### config.mk
export PLATFORM = sky130hd
export DESIGN_NAME = pdp8l_iop_sequencer
export DESIGN_NICKNAME = d
export VERILOG_FILES = /design/src/rtl/pdp8l_iop_pkg.sv /design/src/rtl/pdp8l_sync_filter.sv /design/src/rtl/pdp8l_iop_sequencer.sv
export SDC_FILE = /design/constraint.sdc
export NUM_CORES = 1
export LEC_CHECK = 0
export CORE_UTILIZATION = 39
export CTS_CLUSTER_SIZE = 16
export DETAILED_ROUTE_END_ITERATION = 10
export GPL_ROUTABILITY_DRIVEN = 0
export GPL_TIMING_DRIVEN = 0
export HOLD_SLACK_MARGIN = 0.1
export PLACE_DENSITY = 0.64
export SETUP_SLACK_MARGIN = 0.15
export SKIP_CTS_REPAIR_TIMING = 1
export SYNTH_ARGS = -nofsm -noshare
export SYNTH_HDL_FRONTEND = slang
export SYNTH_HIERARCHICAL = 1
export SYNTH_SLANG_ARGS = --single-unit
### constraint.sdc
create_clock -name CLOCK -period 3.3 [get_ports CLOCK]
set_input_delay 0.66 -clock CLOCK [delete_from_list [all_inputs] [get_ports CLOCK]]
set_output_delay 0.66 -clock CLOCK [all_outputs]
set_load 0.02 [all_outputs]
### src/rtl/pdp8l_iop_pkg.sv
// Shared types for the PDP-8/L IOP sequencer: FSM states, IOP line indices, IOT opcode.
// Latency: none (package).
// Backpressure: none (package).
package pdp8l_iop_pkg;

  typedef enum logic [1:0] {
    ST_IDLE,
    ST_START,
    ST_HOLD,
    ST_STOP
  } iop_state_e;

  localparam int IOP1 = 0;
  localparam int IOP2 = 1;
  localparam int IOP4 = 2;

  localparam logic [2:0] IOT_MAJOR = 3'o6;

  // Fixed priority IOP1 > IOP2 > IOP4 among the requesting lines.
  function automatic logic [1:0] iop_pick(input logic [2:0] req);
    logic [1:0] idx;
    idx = 2'(IOP4);
    if (req[IOP2]) idx = 2'(IOP2);
    if (req[IOP1]) idx = 2'(IOP1);
    return idx;
  endfunction

  function automatic logic [2:0] iop_onehot(input logic [1:0] idx);
    return 3'(3'b001 << idx);
  endfunction

endpackage

### src/rtl/pdp8l_sync_filter.sv
// Two-flop synchroniser plus debounce filter for one asynchronous IOP line.
// Latency: raw edge -> filt_o edge is 2+DEBOUNCE clocks.
// Backpressure: none; samples every clock.
module pdp8l_sync_filter #(
  parameter int DEBOUNCE = 3
) (
  input  logic clk,
  input  logic rst,
  input  logic din,
  output logic sync_o,
  output logic filt_o
);

  logic [1:0] sync_q, sync_d;
  logic [3:0] cnt_q, cnt_d;
  logic       filt_q, filt_d;

  always_comb begin
    sync_d = {sync_q[0], din};
    cnt_d  = cnt_q;
    filt_d = filt_q;
    if (sync_q[1] == filt_q) begin
      cnt_d = '0;
    end else if (cnt_q == 4'(DEBOUNCE - 1)) begin
      filt_d = sync_q[1];
      cnt_d  = '0;
    end else begin
      cnt_d = cnt_q + 4'd1;
    end
  end

  // Synchroniser is left unreset so it tracks the real line level through RESET.
  always_ff @(posedge clk) begin
    sync_q <= sync_d;
  end

  always_ff @(posedge clk) begin
    if (rst) begin
      cnt_q  <= '0;
      filt_q <= 1'b0;
    end else begin
      cnt_q  <= cnt_d;
      filt_q <= filt_d;
    end
  end

  assign sync_o = sync_q[1];
  assign filt_o = filt_q;

endmodule

### src/rtl/pdp8l_iop_sequencer.sv
// PDP-8/L IOT front end: debounced IOP1/2/4 -> one iopstart/iopstop pair per pulse (IOP_TIMEOUT_EN adds a HOLD timeout).
// Latency: iopstart on the first CSTEP edge after the filtered rise; iopstop on the first CSTEP edge after the filtered fall.
// Backpressure: none; the FSM only advances on CSTEP, filters run every CLOCK.
module pdp8l_iop_sequencer
  import pdp8l_iop_pkg::*;
#(
  parameter int DEBOUNCE = 3,
  parameter int TIMEOUT  = 1000
) (
  input  logic        CLOCK,
  input  logic        RESET,
  input  logic        CSTEP,
  input  logic        iop1_in,
  input  logic        iop2_in,
  input  logic        iop4_in,
  input  logic [11:0] mb_in,
  input  logic [11:0] ac_in,
  input  logic        clrerr,
  output logic        iopstart,
  output logic        iopstop,
  output logic [11:0] ioopcode,
  output logic [11:0] cputodev,
  output logic        ioperr
);

  if (DEBOUNCE < 1 || DEBOUNCE > 15 || TIMEOUT < 1) begin : g_bad_param
    $error("pdp8l_iop_sequencer: DEBOUNCE must be 1..15 and TIMEOUT >= 1");
  end

  logic [2:0]  raw_lvl, sync_lvl, filt_lvl;
  iop_state_e  state_q, state_d;
  logic [1:0]  sel_q, sel_d;
  logic [2:0]  arm_q, arm_d;
  logic [11:0] ioopcode_q, ioopcode_d;
  logic [11:0] cputodev_q, cputodev_d;
  logic        ioperr_q, ioperr_d;
  logic [2:0]  req, other;
  logic [1:0]  pick;
  logic        busy, err_set, overlap, sel_high;

  assign raw_lvl = {iop4_in, iop2_in, iop1_in};

  for (genvar i = 0; i < 3; i++) begin : g_line
    pdp8l_sync_filter #(.DEBOUNCE(DEBOUNCE)) u_filt (
      .clk    (CLOCK),
      .rst    (RESET),
      .din    (raw_lvl[i]),
      .sync_o (sync_lvl[i]),
      .filt_o (filt_lvl[i])
    );
  end

`ifdef IOP_TIMEOUT_EN
  logic [15:0] tmo_q, tmo_d;
  logic        tmo_hit;

  assign tmo_hit = (tmo_q >= 16'(TIMEOUT));

  always_comb begin
    tmo_d = '0;
    if (state_q == ST_HOLD) tmo_d = tmo_hit ? tmo_q : tmo_q + 16'd1;
  end

  always_ff @(posedge CLOCK) begin
    if (RESET) tmo_q <= '0;
    else       tmo_q <= tmo_d;
  end
`endif

  always_comb begin
    state_d    = state_q;
    sel_d      = sel_q;
    arm_d      = arm_q;
    ioopcode_d = ioopcode_q;
    cputodev_d = cputodev_q;
    err_set    = 1'b0;

    // A line may start a sequence only after it has been seen low (arm).
    req      = filt_lvl & arm_q;
    pick     = iop_pick(req);
    overlap  = (filt_lvl[0] & filt_lvl[1]) | (filt_lvl[0] & filt_lvl[2]) | (filt_lvl[1] & filt_lvl[2]);
    busy     = (state_q == ST_START) || (state_q == ST_HOLD);
    other    = req & ~iop_onehot(sel_q);
    sel_high = |(filt_lvl & iop_onehot(sel_q));

    if (busy && (|other)) err_set = 1'b1;

    if (CSTEP) begin
      case (state_q)
        ST_IDLE: begin
          if (|req) begin
            sel_d      = pick;
            ioopcode_d = {mb_in[11:3], mb_in[2:0] & iop_onehot(pick)};
            cputodev_d = ac_in;
            state_d    = ST_START;
            if (overlap) err_set = 1'b1;
          end
        end
        ST_START: state_d = ST_HOLD;
        ST_HOLD: begin
          if (!sel_high) begin
            state_d = ST_STOP;
`ifdef IOP_TIMEOUT_EN
          end else if (tmo_hit) begin
            state_d = ST_STOP;
            err_set = 1'b1;
`endif
          end
        end
        ST_STOP: begin
          state_d    = ST_IDLE;
          ioopcode_d = '0;
          cputodev_d = '0;
        end
        default: state_d = ST_IDLE;
      endcase
    end

    // Lines high while a sequence is in flight are ignored until they drop.
    for (int i = 0; i < 3; i++) begin
      if (!filt_lvl[i] && !sync_lvl[i]) arm_d[i] = 1'b1;
      else if (filt_lvl[i] && busy)     arm_d[i] = 1'b0;
    end

    ioperr_d = err_set ? 1'b1 : (clrerr ? 1'b0 : ioperr_q);
  end

  always_ff @(posedge CLOCK) begin
    if (RESET) begin
      state_q    <= ST_IDLE;
      sel_q      <= '0;
      arm_q      <= '0;
      ioopcode_q <= '0;
      cputodev_q <= '0;
      ioperr_q   <= 1'b0;
    end else begin
      state_q    <= state_d;
      sel_q      <= sel_d;
      arm_q      <= arm_d;
      ioopcode_q <= ioopcode_d;
      cputodev_q <= cputodev_d;
      ioperr_q   <= ioperr_d;
    end
  end

  assign iopstart = (state_q == ST_START);
  assign iopstop  = (state_q == ST_STOP);
  assign ioopcode = ioopcode_q;
  assign cputodev = cputodev_q;
  assign ioperr   = ioperr_q;

endmodule

=== After elaboration in Yosys (flattened, before gate mapping) ===
Index checks and enable logic that the tools add are counted.
W data, S select, Z words.

* Memories: 0
* Bits in latches: 0
* Bits in read-only memories: 0
* Output and inout bits: 27
* Input port bits: 31
* Memory bits (writable): 0
* Flip-flop bits (word level): 53

* Multiply operators: 0
* Mux-type cells: 22
* Add/subtract/negate cells: 3
* Eq/ne operators: 11
* Reductions and logical operators: 32
* Shift operators: 2
* $lt $le $gt $ge: 0
* Div/mod/pow operators: 0
* Bitwise logic cells: 13

{| class="wikitable"
|+ Operator list
! kind !! count
|-
| $pmux W12 S2 || 2
|-
| $mux W12 || 2
|-
| $reduce_or A3 Y1 || 6
|-
| $mux W1 || 13
|-
| $add A4 B1 Y4 const B || 3
|-
| $and A3 B3 Y3 || 4
|-
| $eq A4 B2 Y1 const B || 3
|-
| $reduce_bool A2 Y1 || 5
|-
| $reduce_and A3 Y1 || 3
|-
| $mux W2 || 4
|-
| $pmux W2 S4 || 1
|-
| $logic_and A1 B1 Y1 || 7
|-
| $logic_not A1 Y1 || 6
|-
| $reduce_and A2 Y1 || 3
|-
| $shl A1 B2 Y3 const A || 2
|-
| $eq A2 B2 Y1 const B || 2
|-
| $ne A2 B2 Y1 const B || 2
|-
| $and A1 B1 Y1 || 3
|-
| $eq A1 B1 Y1 || 3
|-
| $not A1 Y1 || 3
|-
| $not A3 Y3 || 1
|-
| $eq A2 B1 Y1 const B || 1
|-
| $logic_not A2 Y1 || 1
|-
| $or A1 B1 Y1 || 2
|-
| $logic_or A1 B1 Y1 || 1
|}

=== Logic depth before layout (Yosys ltp) ===
Gate-level depths: netlist of run 1.

* Word-level depth: 11
* Depth in mapped cells: 7
* Depth with buffers taken out: 6

=== Cells and area by module ===
The synthesis of run 1 kept the hierarchy.

{| class="wikitable"
|+ Modules (own cells, without submodules)
! module !! area an instance (µm²) !! cells each !! instances
|-
| pdp8l_iop_sequencer || 1413.9 || 171 || 1
|-
| pdp8l_sync_filter || 247.7 || 22 || 3
|}

=== Least setup slack after synthesis of run 1 ===
No wires, ideal clock.

* Kind: reg2reg
* Start point: register g_line[0].u_filt.filt_q
* End point: register ioopcode_q[5], in the netlist ioopcode[5]
* Period minus slack after synthesis: 1.640 ns
* Cell stages (with the launch flop): 7
* Setup slack: 1.660 ns
* Buffers on the path: 2
* Data arrival time: 1.508 ns
* Cells stage by stage: dfxtp_1 -> buf_2 -> a222oi_1 -> a21oi_1 -> buf_2 -> nand3b_1 -> a21oi_1

* Cells in the longest elaborated chain, start to end: 4

{| class="wikitable"
|+ Ends and longest elaborated chain
! item !! RTL line !! source
|-
| start: declaration || pdp8l_sync_filter.sv:16 || <nowiki>logic filt_q, filt_d;</nowiki>
|-
| start signal: assignment || pdp8l_sync_filter.sv:43 || <nowiki>filt_q <= filt_d;</nowiki>
|-
| $and A3 B3 Y3 || pdp8l_iop_sequencer.sv:79 || <nowiki>req = filt_lvl & arm_q;</nowiki>
|-
| $reduce_or A3 Y1 || pdp8l_iop_sequencer.sv:91 || <nowiki>if (|req) begin</nowiki>
|-
| $ne A2 B2 Y1 (no line) || - ||
|-
| $reduce_and A3 Y1 (no line) || - ||
|-
| end signal: assignment || pdp8l_iop_sequencer.sv:140 || <nowiki>ioopcode_q <= ioopcode_d;</nowiki>
|-
| end: declaration || pdp8l_iop_sequencer.sv:34 || <nowiki>logic [11:0] ioopcode_q, ioopcode_d;</nowiki>
|}

Every way passes these cells.
A chain may end at the register's enable or synchronous reset.

=== Final worst setup path of run 1 ===
* Start point: register state_q[0]
* End point: output iopstop

* Cells in the longest elaborated chain, start to end: 1

{| class="wikitable"
|+ Ends and longest elaborated chain
! item !! RTL line !! source
|-
| start: declaration || pdp8l_iop_sequencer.sv:31 || <nowiki>iop_state_e state_q, state_d;</nowiki>
|-
| start signal: assignment || pdp8l_iop_sequencer.sv:137 || <nowiki>state_q <= state_d;</nowiki>
|-
| $eq A2 B2 Y1 || pdp8l_iop_sequencer.sv:147 || <nowiki>assign iopstop = (state_q == ST_STOP);</nowiki>
|-
| end: declaration || pdp8l_iop_sequencer.sv:20 || <nowiki>output logic iopstop,</nowiki>
|}

Every way passes these cells.

==> results of run 1 <==
worst max path at each step:
stage,slack [ns],startpoint,end
floorplan,1.66,g_line[0].u_filt/filt_o,ioopcode[5]
global placement,1.01,CSTEP,cputodev[7]
detailed placement,0.99,CSTEP,ioopcode[11]
CTS,0.96,state_q[0],iopstop
global route,0.89,state_q[0],iopstop
finish,0.98,state_q[0],iopstop
power groups by stage:
| stage | Clock, mW | Sequential [mW] | Combinational [mW] |
|---|---|---|---|
| 2_1_floorplan | 0 | 0.695 | 0.0505 |
| 3_3_place_gp | 0 | 0.689 | 0.120 |
| 3_5_place_dp | 0 | 0.690 | 0.121 |
| 4_1_cts | 0.474 | 0.675 | 0.122 |
| 5_1_grt | 0.501 | 0.678 | 0.132 |
| 6_report | 0.460 | 0.674 | 0.120 |
flip-flops by register name, indices dropped and copies added, names as in the netlist:
name                  count
arm_q                     3
cputodev                 12
g_line.u_filt/cnt_q      12
g_line.u_filt/filt_o      3
g_line.u_filt/sync_q      6
ioopcode                 12
ioperr                    1
sel_q                     2
state_q                   2
per-stage QoR:
step	hold WS, ns	cells	util	cell area [µm²]	setup WS (ns)
after floorplan	0.310	237	-	2160	1.66
after global placement	0.310	364	0.541	2820	1.01
after detailed placement	0.312	364	0.541	2820	0.986
after CTS	0.331	372	0.564	2940	0.958
after global routing	0.340	372	0.564	2940	0.890
final	0.328	372	0.564	2940	0.975
Yosys cell counts (all sizes together) (2+ instances only):
cell type and number:
o21ai 5, mux2i 5, nand2 33, buf 5, or3 3, nor3b 3
inv 8, nor2 24, nand2b 2, xor2 3, nand3 4, dfxtp 53
a21oi 33, nand4b 3, ha 10, clkbuf 5, xnor2 6, nand3b 22
cell families (layout without fill, tap and decap cells):
kind of cell	Yosys count	in the layout	synth area share
AND/OR/NAND/NOR	96	96	0.236
flip-flops	53	53	0.492
AO/OA/AOI/OAI	45	45	0.114
buffers and inverters	18	83	0.0365
adder cells (fa/ha/maj)	11	11	0.0626
XOR/XNOR	9	9	0.0365
multiplexers	5	5	0.0232
critical path, stage by stage (launching register included):
cell             delay [ns]
dfxtp_1                0.39
ha_1                   0.32
clkdlybuf4s50_1        0.66
cell type report:
type | count | area [µm²] | share of cell area
sequential | 53 | 1060 | 0.361
timing repair buffer | 57 | 571 | 0.194
multi-input combinational | 166 | 1020 | 0.347
tap | 70 | 87.6 | 0.0298
clock buffer | 6 | 82.6 | 0.0281
buffer | 10 | 48.8 | 0.0166
clock inverter | 2 | 37.5 | 0.0128
inverter | 8 | 30.0 | 0.0102
per-layer routing:
layer / track usage / up-vias / part of all wire
li1: - / 931 / -
met1: 0.214 / 811 / 0.48
met2: 0.259 / 35 / 0.46
met3: 0.0455 / 7 / 0.045
met4: 0.0654 / 0 / 0.018
met5: 0 / - / 0
==> impl_metrics.json, run 1 <==
{
  "status": "finished, final reports clean",
  "power_switching_mw": 0.281,
  "cts_sinks": 53,
  "start_util": 0.414,
  "fp.dieW_um": 76.4,
  "drc": 0,
  "hold_end": "g_line[2].u_filt/sync_q[1]",
  "slew_headroom": 0.512,
  "comb_power_share": 0.096,
  "die_h_um": 76.4,
  "clock_skew_ns": 0.0118,
  "dieArea_um2": 5830,
  "antenna_left": 0,
  "setup_violations": 0,
  "grt_max_degree": 17,
  "reg2reg_to": "ioopcode[11]",
  "critPathLaunchType": "register",
  "ys_async_sr_fraction": 0,
  "crit_path_end_kind": "output port",
  "firstDrtPassIters": 4,
  "rrSetupSlack_ns": 1.34,
  "hp-class": "reg2reg",
  "synth_edf_count": 0,
  "period_needed_ns": 2.32,
  "final_nets": 342,
  "r2r_cells": 5,
  "yosysTopAreaCellShare": 0.492,
  "p_sw_frac": 0.224,
  "vdd_ir_drop_max_mv": 0.204,
  "arrival_ns": 1.66,
  "whs_path_depth": 0,
  "finalPower_mw": 1.25,
  "netlist.top_cell.by_area": "dfxtp_1",
  "synth_nets": 278,
  "worst-endpoint-required_ns": 2.64,
  "clkPwrFrac": 0.366,
  "synth_cell_type_count": 29,
  "tns_ns": 0,
  "synth.cell_area_um2": 2160,
  "vias": 1784,
  "core_area_um2": 5200,
  "hpwl_um": 3250,
  "critPathKind": "reg2out",
  "grt_overflow": 0,
  "mostFrequentLayoutCells": "clkdlybuf4s50_1 (57), dfxtp_1 (53), nand2_1 (33), a21oi_1 (33), nor2_1 (24)",
  "syn_inst": 237,
  "grt_pass1_wl_um": 7690,
  "drt-total-wl_um": 4460,
  "hold_violations": 0,
  "cts.clk_slew.worst_paths_ns": 0.10,
  "max-cap-violations": 0,
  "synth_warnings": 6,
  "n_fill_cell": 502,
  "slew_viol_final": 0,
  "htreeDepth": 2,
  "wl_per_cell_um": 12.0,
  "antenna_found_initial": 0,
  "power.density_nw_per_um2": 427,
  "cp_max_fo": 8,
  "num_rows": 26,
  "synth_area_per_cell_um2": 9.10,
  "synthTopCellsByArea": "dfxtp_1 (49%), a21oi_1 (7.7%), nand3b_1 (7.7%), ha_1 (5.8%), nand2_1 (5.7%)",
  "synth.ff_latch_count": 53,
  "seq_area_frac_synth": 0.492,
  "seqPwrFrac": 0.538,
  "viasPerCell": 4.80,
  "syn_to_final_growth_pct": 36.1,
  "cts_root_buf": "clkbuf_8",
  "antenna_cells": 0,
  "grt_pass1_vias": 1717,
  "cts.path.max_buffers": 2,
  "io_pins": 58,
  "clk_latency_ns": 0.31,
  "rsz0062_at_grt": "false",
  "io_buffers": 57,
  "grtUsageTotal": 0.165,
  "cts_tree": "built",
  "drive_gt1_frac": 0.0530,
  "fmax_mhz": 430,
  "worst_slew_pin_slew_ns": 0.732,
  "synth_ff_type": "dfxtp_1",
  "cts_buffers": 5,
  "reg2reg_from": "g_line[1].u_filt/filt_o",
  "drt_iter0_markers": 60,
  "min_from": "g_line[2].u_filt/sync_q[0]",
  "internal_power_mw": 0.973,
  "p_leak_nw": 1.02,
  "fin_crit_sh": 0.704,
  "final_common_cell": "clkdlybuf4s50_1"
}
No activity file was read; power rests on OpenSTA's default activity.
==> run 2, diff against run 1 <==
--- a/config.mk
+++ b/config.mk
@@ -11,7 +11,7 @@
 export GPL_ROUTABILITY_DRIVEN = 0
 export GPL_TIMING_DRIVEN = 0
 export HOLD_SLACK_MARGIN = 0.1
-export PLACE_DENSITY = 0.64
+export PLACE_DENSITY = 0.66
 export SETUP_SLACK_MARGIN = 0.15
 export SKIP_CTS_REPAIR_TIMING = 1
 export SYNTH_ARGS = -nofsm -noshare
==> constraint.sdc (replaced) <==
create_clock -name CLOCK -period 2.1 [get_ports CLOCK]
set_input_delay 0.42 -clock CLOCK [delete_from_list [all_inputs] [get_ports CLOCK]]
set_output_delay 0.42 -clock CLOCK [all_outputs]
set_load 0.02 [all_outputs]
==> run 2 against run 1 <==
Critical endpoint is now ioopcode[10]. Utilization down 0.14 points. Sequential power is 57% higher. Critical path depth is 5 higher. Clock power increased by 22%. Setup slack worse by 0.66 ns. Cell area decreased by 0.26%.
==> impl_metrics.json, run 2 (synthesis results as in run 1) <==
{
  "dp_cells": 364,
  "grt_overflow": 0,
  "whs_path_depth": 0,
  "firstDrtPassIters": 4,
  "max-cap-violations": 0,
  "stdcell_area_um2": 2930,
  "seqPwrFrac": 0.586,
  "drc": 0,
  "cts_buffers": 5,
  "worst-endpoint-required_ns": 2.32,
  "fin_crit_sh": 0.852,
  "final_common_cell": "clkdlybuf4s50_1",
  "final_nets": 344,
  "cts.path.max_buffers": 2,
  "vdd_ir_drop_max_mv": 0.361,
  "hpwl_um": 3280,
  "p_sw_frac": 0.224,
  "grtUsageTotal": 0.162,
  "power_switching_mw": 0.407,
  "die_h_um": 76.4,
  "power.density_nw_per_um2": 619,
  "drt-total-wl_um": 4530,
  "grt_max_degree": 15,
  "cp_max_fo": 10,
  "setup_violations": 0,
  "fp.dieW_um": 76.4,
  "internal_power_mw": 1.41,
  "num_rows": 26,
  "dieArea_um2": 5830,
  "cts_sinks": 53,
  "grt_pass1_vias": 1714,
  "antenna_cells": 0,
  "crit_path_end_kind": "register",
  "r2r_cells": 7,
  "mostFrequentLayoutCells": "clkdlybuf4s50_1 (55), dfxtp_1 (53), nand2_1 (33)",
  "io_pins": 58,
  "syn_to_final_growth_pct": 35.7,
  "reg2reg_from": "g_line[0].u_filt/filt_o",
  "vias": 1765,
  "cts_tree": "built",
  "drive_gt1_frac": 0.0594,
  "p_leak_nw": 1.05,
  "fmax_mhz": 559,
  "clkPwrFrac": 0.308,
  "viasPerCell": 4.73,
  "reg2reg_to": "ioopcode[10]",
  "slew_viol_final": 0,
  "hold_slack_ns": 0.335,
  "clk_latency_ns": 0.29,
  "final_util": 0.563,
  "arrival_ns": 2.01,
  "critPathLaunchType": "register",
  "finalPower_mw": 1.81,
  "period_needed_ns": 1.79,
  "placed_area_um2": 2820,
  "antenna_found_initial": 0,
  "start_util": 0.414,
  "comb_power_share": 0.106,
  "io_buffers": 57,
  "core_area_um2": 5200,
  "slew_headroom": 0.673,
  "min_from": "g_line[0].u_filt/sync_q[0]",
  "layoutNonFillerInstCount": 373,
  "tns_ns": 0,
  "htreeDepth": 2,
  "rrSetupSlack_ns": 0.31,
  "worst_slew_pin_slew_ns": 0.489,
  "grt_pass1_wl_um": 7590,
  "status": "finished, final reports clean",
  "critPathKind": "reg2reg",
  "place_ws_ns": -0.000130,
  "cts_root_buf": "clkbuf_8",
  "hp-class": "reg2reg",
  "hold_violations": 0,
  "wl_per_cell_um": 12.1,
  "layout_setup_ws_ns": 0.312,
  "cts.clk_slew.worst_paths_ns": 0.08,
  "hold_end": "g_line[0].u_filt/sync_q[1]",
  "antenna_left": 0,
  "rsz0062_at_grt": "false",
  "drt_iter0_markers": 89,
  "clock_skew_ns": 0.00438
}
[run 2: cell types whose count changed in the layout (fill, tap and decap cells not counted), sizes merged]
| cell | before | now |
|---|---|---|
| clkdlybuf4s50 | 57 | 55 |
| clkinvlp | 1 | 0 |
| bufinv | 1 | 0 |
| clkbuf | 11 | 12 |
| dlymetal6s2s | 0 | 2 |
| buf | 5 | 7 |
[run 2: layer usage]
| layer | GRT usage | part of all wire | vias up | wire [µm] |
|---|---|---|---|---|
| met5 | 0 | 0 | - | 0 |
| met4 | 0.0462 | 0.0071 | 0 | 32 |
| met3 | 0.0431 | 0.037 | 4 | 168 |
| met2 | 0.282 | 0.48 | 38 | 2200 |
| met1 | 0.196 | 0.47 | 793 | 2130 |
| li1 | - | - | 930 | - |
[run 2: worst max-delay path by stage]
stage               slack (ns)               startpoint           end  cells past startpoint
finish                    0.31  g_line[0].u_filt/filt_o  ioopcode[10]                      7
global route              0.20               state_q[0]   ioopcode[2]                      7
CTS                      0.004               state_q[0]       iopstop                      2
detailed placement     -0.0001                    CSTEP  ioopcode[10]                      6
global placement          0.03                    CSTEP   cputodev[6]                      6
floorplan                 0.46  g_line[0].u_filt/filt_o   ioopcode[5]                      6
[run 2: area by class of cell]
cell class | count | area, µm²
Buffer | 10 | 48.8
Clock buffer | 7 | 86.3
Timing Repair Buffer | 59 | 591
Tap cell | 70 | 87.6
Sequential cell | 53 | 1060
Inverter | 8 | 30.0
Fill cell | 498 | 2280
Multi-Input combinational cell | 166 | 1020
[run 2: worst max-delay path: stages (launching register included)]
cell	delay, ns
dfxtp_1	0.33
buf_2	0.17
a222oi_1	0.32
buf_4	0.21
a21o_1	0.27
buf_4	0.22
nand2_1	0.07
a21oi_1	0.13
[run 2: power by group through the flow]
stage	registers, mW	logic (mW)	clock network (mW)
global placement	1.08	0.188	0
global route	1.07	0.212	0.621
finish	1.06	0.192	0.559
floorplan	1.09	0.0794	0
detailed placement	1.08	0.190	0
CTS	1.06	0.191	0.582
